$ cat src/rtl/driver_bus_monitor.sv
// Receive-side model of one TLC5957 lane: decodes LAT commands by SCLK-edge count,
// tracks the shift/FC registers and a GS line buffer, and flags protocol errors.
module driver_bus_monitor #(
  parameter int WORDS_PER_LINE = 9
) (
  input  logic                         clk,
  input  logic                         nrst,
  input  logic                         driver_sclk,
  input  logic                         driver_lat,
  input  logic                         driver_sin,
  output logic                         driver_sout,
  output logic                         cmd_valid,
  output logic [2:0]                   cmd_code,
  output logic [47:0]                  fc_reg,
  output logic [48*WORDS_PER_LINE-1:0] gs_data,
  output logic                         gs_valid,
  output logic [3:0]                   err
);

  localparam int IW = (WORDS_PER_LINE > 1) ? $clog2(WORDS_PER_LINE) : 1;
  localparam logic [IW-1:0] LAST = IW'(WORDS_PER_LINE - 1);

  typedef enum logic [2:0] {
    CMD_NONE = 3'd0, CMD_WRTGS = 3'd1, CMD_LATGS = 3'd2, CMD_WRTFC = 3'd3,
    CMD_LINERESET = 3'd4, CMD_READFC = 3'd5, CMD_TMGRST = 3'd6, CMD_FCWRTEN = 3'd7
  } cmd_e;

  typedef enum logic {FC_LOCKED = 1'b0, FC_OPEN = 1'b1} fc_state_e;

  logic [47:0]                          shift_q, shift_d;
  logic [47:0]                          fc_q, fc_d;
  logic [WORDS_PER_LINE-1:0][47:0]      buf_q, buf_d;
  logic [48*WORDS_PER_LINE-1:0]         gs_q, gs_d;
  logic [IW-1:0]                        idx_q, idx_d;
  logic [4:0]                           cnt_q, cnt_d;
  logic                                 lat_q;
  logic                                 gsv_q, gsv_d;
  logic                                 cv_q, cv_d;
  cmd_e                                 code_q, code_d, dec;
  logic [3:0]                           err_q, err_d;
  fc_state_e                            fc_state_q, fc_state_d;
  logic                                 trig;

  assign trig = lat_q & ~driver_lat;

  always_comb begin
    case (cnt_q)
      5'd1:    dec = CMD_WRTGS;
      5'd3:    dec = CMD_LATGS;
      5'd5:    dec = CMD_WRTFC;
      5'd7:    dec = CMD_LINERESET;
      5'd11:   dec = CMD_READFC;
      5'd13:   dec = CMD_TMGRST;
      5'd15:   dec = CMD_FCWRTEN;
      default: dec = CMD_NONE;
    endcase
  end

  always_comb begin
    shift_d    = driver_sclk ? {shift_q[46:0], driver_sin} : shift_q;
    cnt_d      = (driver_sclk && driver_lat && cnt_q != 5'd31) ? cnt_q + 5'd1 : cnt_q;
    fc_d       = fc_q;
    buf_d      = buf_q;
    idx_d      = idx_q;
    gs_d       = gs_q;
    gsv_d      = 1'b0;
    cv_d       = 1'b0;
    code_d     = code_q;
    err_d      = err_q;
    fc_state_d = fc_state_q;
    if (trig) begin
      // Commands act on shift_q as it stood before any shift in the trigger cycle.
      cnt_d      = 5'd0;
      cv_d       = 1'b1;
      code_d     = dec;
      fc_state_d = FC_LOCKED;
      case (dec)
        CMD_NONE: begin
          err_d[0] = 1'b1;
          if (cnt_q > 5'd15) err_d[3] = 1'b1;
        end
        CMD_WRTGS: begin
          buf_d[idx_q] = shift_q;
          if (idx_q == LAST) begin
            idx_d    = '0;
            err_d[2] = 1'b1;
          end else begin
            idx_d = idx_q + 1'b1;
          end
        end
        CMD_LATGS, CMD_LINERESET: begin
          buf_d[idx_q] = shift_q;
          if (idx_q != LAST) err_d[2] = 1'b1;
          for (int i = 0; i < WORDS_PER_LINE; i++)
            gs_d[(WORDS_PER_LINE-1-i)*48 +: 48] = buf_d[i];
          gsv_d = 1'b1;
          idx_d = '0;
        end
        CMD_WRTFC: begin
          if (fc_state_q == FC_OPEN) fc_d = shift_q;
          else err_d[1] = 1'b1;
        end
        CMD_READFC:  shift_d = fc_q;
        CMD_TMGRST:  idx_d = '0;
        CMD_FCWRTEN: fc_state_d = FC_OPEN;
        default: ;
      endcase
    end
  end

  always_ff @(posedge clk or negedge nrst) begin
    if (!nrst) fc_state_q <= FC_LOCKED;
    else       fc_state_q <= fc_state_d;
  end

  always_ff @(posedge clk or negedge nrst) begin
    if (!nrst) begin
      shift_q <= '0;
      fc_q    <= '0;
      buf_q   <= '0;
      gs_q    <= '0;
      idx_q   <= '0;
      cnt_q   <= '0;
      lat_q   <= 1'b0;
      gsv_q   <= 1'b0;
      cv_q    <= 1'b0;
      code_q  <= CMD_NONE;
      err_q   <= '0;
    end else begin
      shift_q <= shift_d;
      fc_q    <= fc_d;
      buf_q   <= buf_d;
      gs_q    <= gs_d;
      idx_q   <= idx_d;
      cnt_q   <= cnt_d;
      lat_q   <= driver_lat;
      gsv_q   <= gsv_d;
      cv_q    <= cv_d;
      code_q  <= code_d;
      err_q   <= err_d;
    end
  end

  assign driver_sout = shift_q[47];
  assign cmd_valid   = cv_q;
  assign cmd_code    = code_q;
  assign fc_reg      = fc_q;
  assign gs_data     = gs_q;
  assign gs_valid    = gsv_q;
  assign err         = err_q;

endmodule
$ cat config.mk
export PLATFORM = sky130hd
export DESIGN_NAME = driver_bus_monitor
export DESIGN_NICKNAME = d
export VERILOG_FILES = /design/src/rtl/driver_bus_monitor.sv
export SDC_FILE = /design/constraint.sdc
export NUM_CORES = 2
export LEC_CHECK = 0
export CORE_MARGIN = 4
export CORE_UTILIZATION = 35
export CTS_CLUSTER_DIAMETER = 120
export DETAILED_ROUTE_END_ITERATION = 8
export GPL_TIMING_DRIVEN = 1
export PLACE_DENSITY = 0.63
export SLEW_MARGIN = 10
export SYNTH_ARGS = -nofsm -noshare
export SYNTH_HDL_FRONTEND = slang
export SYNTH_SLANG_ARGS = --single-unit
export TNS_END_PERCENT = 50
$ cat constraint.sdc
create_clock -name clk -period 3.3 [get_ports clk]
set_clock_uncertainty 0.05 [all_clocks]
set_input_delay 0.66 -clock clk [delete_from_list [all_inputs] [get_ports clk]]
set_output_delay 0.66 -clock clk [all_outputs]
set_load 0.1 [all_outputs]
==> impl_metrics.tcl <==
set metrics [dict create \
    synth_xor_area_frac 0.000417 \
    area_growth_pct 21.7 \
    synth.area.mux_share 0.259 \
    gp_congestion 0.772 \
    io_buffers 494 \
    synth-simple-area-share 0.00831 \
    die_x_um 354 \
    worstReg2RegEnd "gs_data[363]" \
    ys_async_sr_fraction 1.00 \
    clockBufferDepth 3 \
    wl_met2_mm 58.8 \
    track_usage 0.195 \
    die_h_um 354 \
    timing.hold.ws_ns 0.416 \
    grt.overflow.total 0 \
    num_rows 126 \
    max_freq_ghz 0.336 \
    min_to "err[2]" \
    hpwl_mm 79.0 \
    wirelength_met1_mm 56.2 \
    synth_edf_count 0 \
    r2r_slack_ns 0.32 \
    wl_met3_mm 7.34 \
    highest_layer "met5" \
    rsz0062_at_grt "false" \
    antenna_found_initial 2 \
    critPathLaunchType "register" \
    finalNetCount 3673 \
    syn-cell-area_mm2 0.0420 \
    ys_seq_area_frac 0.584 \
    root_buffer "clkbuf_16" \
    cts_buffers 105 \
    synth_ff_type "dfrtp_1" \
    hold_path_class "register to register" \
    dieArea_mm2 0.126 \
    drc 0 \
    period_minus_slack_ns 2.98 \
    crit_path_end_kind "register" \
    path_clk_slew_ns 0.06 \
    synth_adder_area_share 0.00238 \
    status "finished, final reports clean" \
    ant_nets 0 \
    syn_area_per_cell_um2 12.7 \
    via_per_inst 5.26 \
    initial_core_util 0.354 \
    synth.cells.most_frequent "dfrtp_1 (980), a21oi_1 (867), mux2_2 (573)" \
    htreeDepth 3 \
    tightestPinTransition_ns 1.01 \
    finalWirelength_mm 125 \
    dr_total_vias 28100 \
    syn-instance-count 3318 \
    grt_max_degree 158 \
    yosys.area.top_type "dfrtp_1" \
    rr_worst_depth 9 \
    grt_pass1_vias 28449 \
    synth_top_family_by_area "multiplexers" \
    drt_iter0_drc 1953 \
    cp.arrival_ns 3.46 \
    synth.yosys.warnings 0 \
    hold_depth 1 \
    wire_per_inst_um 23.5 \
    hp-start "err[2]" \
    grt_pass1_wl_mm 189 \
    dr.pass1.iters 7 \
    worstSetupPathType "register to register" \
    synth_area_leaders "dfrtp_1 (58%), mux2_2 (15%), mux2i_1 (10%)" \
    ios 495 \
    cts_resized 0 \
    cp.required_ns 3.78 \
    cts_tree "done" \
    synth_seq_cells 980 \
    finalSetupTns_ns 0 \
    timing.rr.start "cnt_q[0]" \
    drv_slew 0 \
    finalSetupViolCount 0 \
    yosysMostFrequentCell "dfrtp_1" \
    synth-compound-area-share 0.109 \
    cts.sinks 980 \
    clk_latency_ns 0.67 \
    yosys.cell_types.count 42 \
    coreArea_mm2 0.119 \
    drive_above_1_share 0.359 \
    cp_max_fo 48 \
    hold_violations 0 \
    syn_nets 3331 \
    post-route-period-util 0.903 \
    max_slew_margin 0.325 \
    netlist.area_leader.share 0.584 \
    cap_violations 0 \
]
repair_timing:
| item | 4_1_cts | 5_1_grt |
|---|---|---|
| hold buffers | 1 | 0 |
| hold endpoints to repair | 15 | 0 |
| setup buffers | 0 | 0 |
placed cells by master (no fill, tap or decap), types with 4 or more instances in the layout:
cell / count
dfrtp_1: 980
a21oi_1: 867
mux2_2: 573
buf_4: 549
mux2i_1: 436
clkbuf_16: 108
buf_12: 42
clkbuf_1: 31
clkbuf_8: 17
clkinv_2: 13
bufinv_16: 10
ha_1: 8
inv_1: 7
o211ai_1: 7
nand3b_1: 6
mux2_1: 6
nand2_1: 6
nor3b_2: 5
nor2b_1: 5
and3_1: 4
nor2_1: 4
clkinv_4: 4
cell type report:
type	instances	area (um2)
well taps	1600	2000
inverters	7	26.3
clock buffers	156	3050
flip-flops and latches	980	24500
repair buffers	595	5010
diodes	1	2.50
fillers	11099	67400
clock inverters	34	488
multi-input cells	1971	16000
per-stage QoR:
step / setup slack, ns / util / cell area (um2) / cells
after detailed placement: 0.180 / 0.401 / 47600 / 5152
after global placement: 0.226 / 0.401 / 47600 / 5152
final: 0.321 / 0.431 / 51100 / 5344
after global routing: 0.207 / 0.431 / 51100 / 5344
after CTS: 0.321 / 0.431 / 51100 / 5343
after floorplan: 0.322 / - / 42000 / 3318
cells by family after synthesis:
logic type / Yosys count
mux: 1015
flops: 980
compound gates: 897
buf+inv: 367
simple gates: 49
fa+ha+maj: 8
xor+xnor: 2
worst max-delay path by stage:
stage | startpoint | endpoint | slack (ns) | depth (start not counted)
detailed placement | driver_lat | gs_data[169] | 0.18 | 7
finish | cnt_q[0] | gs_data[363] | 0.32 | 9
CTS | cnt_q[0] | gs_data[363] | 0.32 | 9
global route | cnt_q[0] | gs_data[170] | 0.21 | 9
global placement | driver_lat | gs_data[165] | 0.23 | 7
floorplan | cnt_q[0] | shift_q[0] | 0.32 | 9
routing by layer:
metal	vias to the layer above	track usage
met3	160	0.0429
met4	2	0.0504
met5	-	0.00462
met2	745	0.311
met1	14573	0.269
li1	12620	-
critical path: stages (launching register included):
cell     delay (ns)
dfrtp_1        0.45
ha_1           0.24
and3_1         0.21
ha_1           0.27
nor4b_4        0.43
buf_4          0.33
and2_4         0.27
buf_12         0.21
buf_12         0.24
a21oi_1        0.10
Power is left out: the tool's default activity adds up to more than one toggle a clock period on the data nets, which glitch-free logic cannot reach.
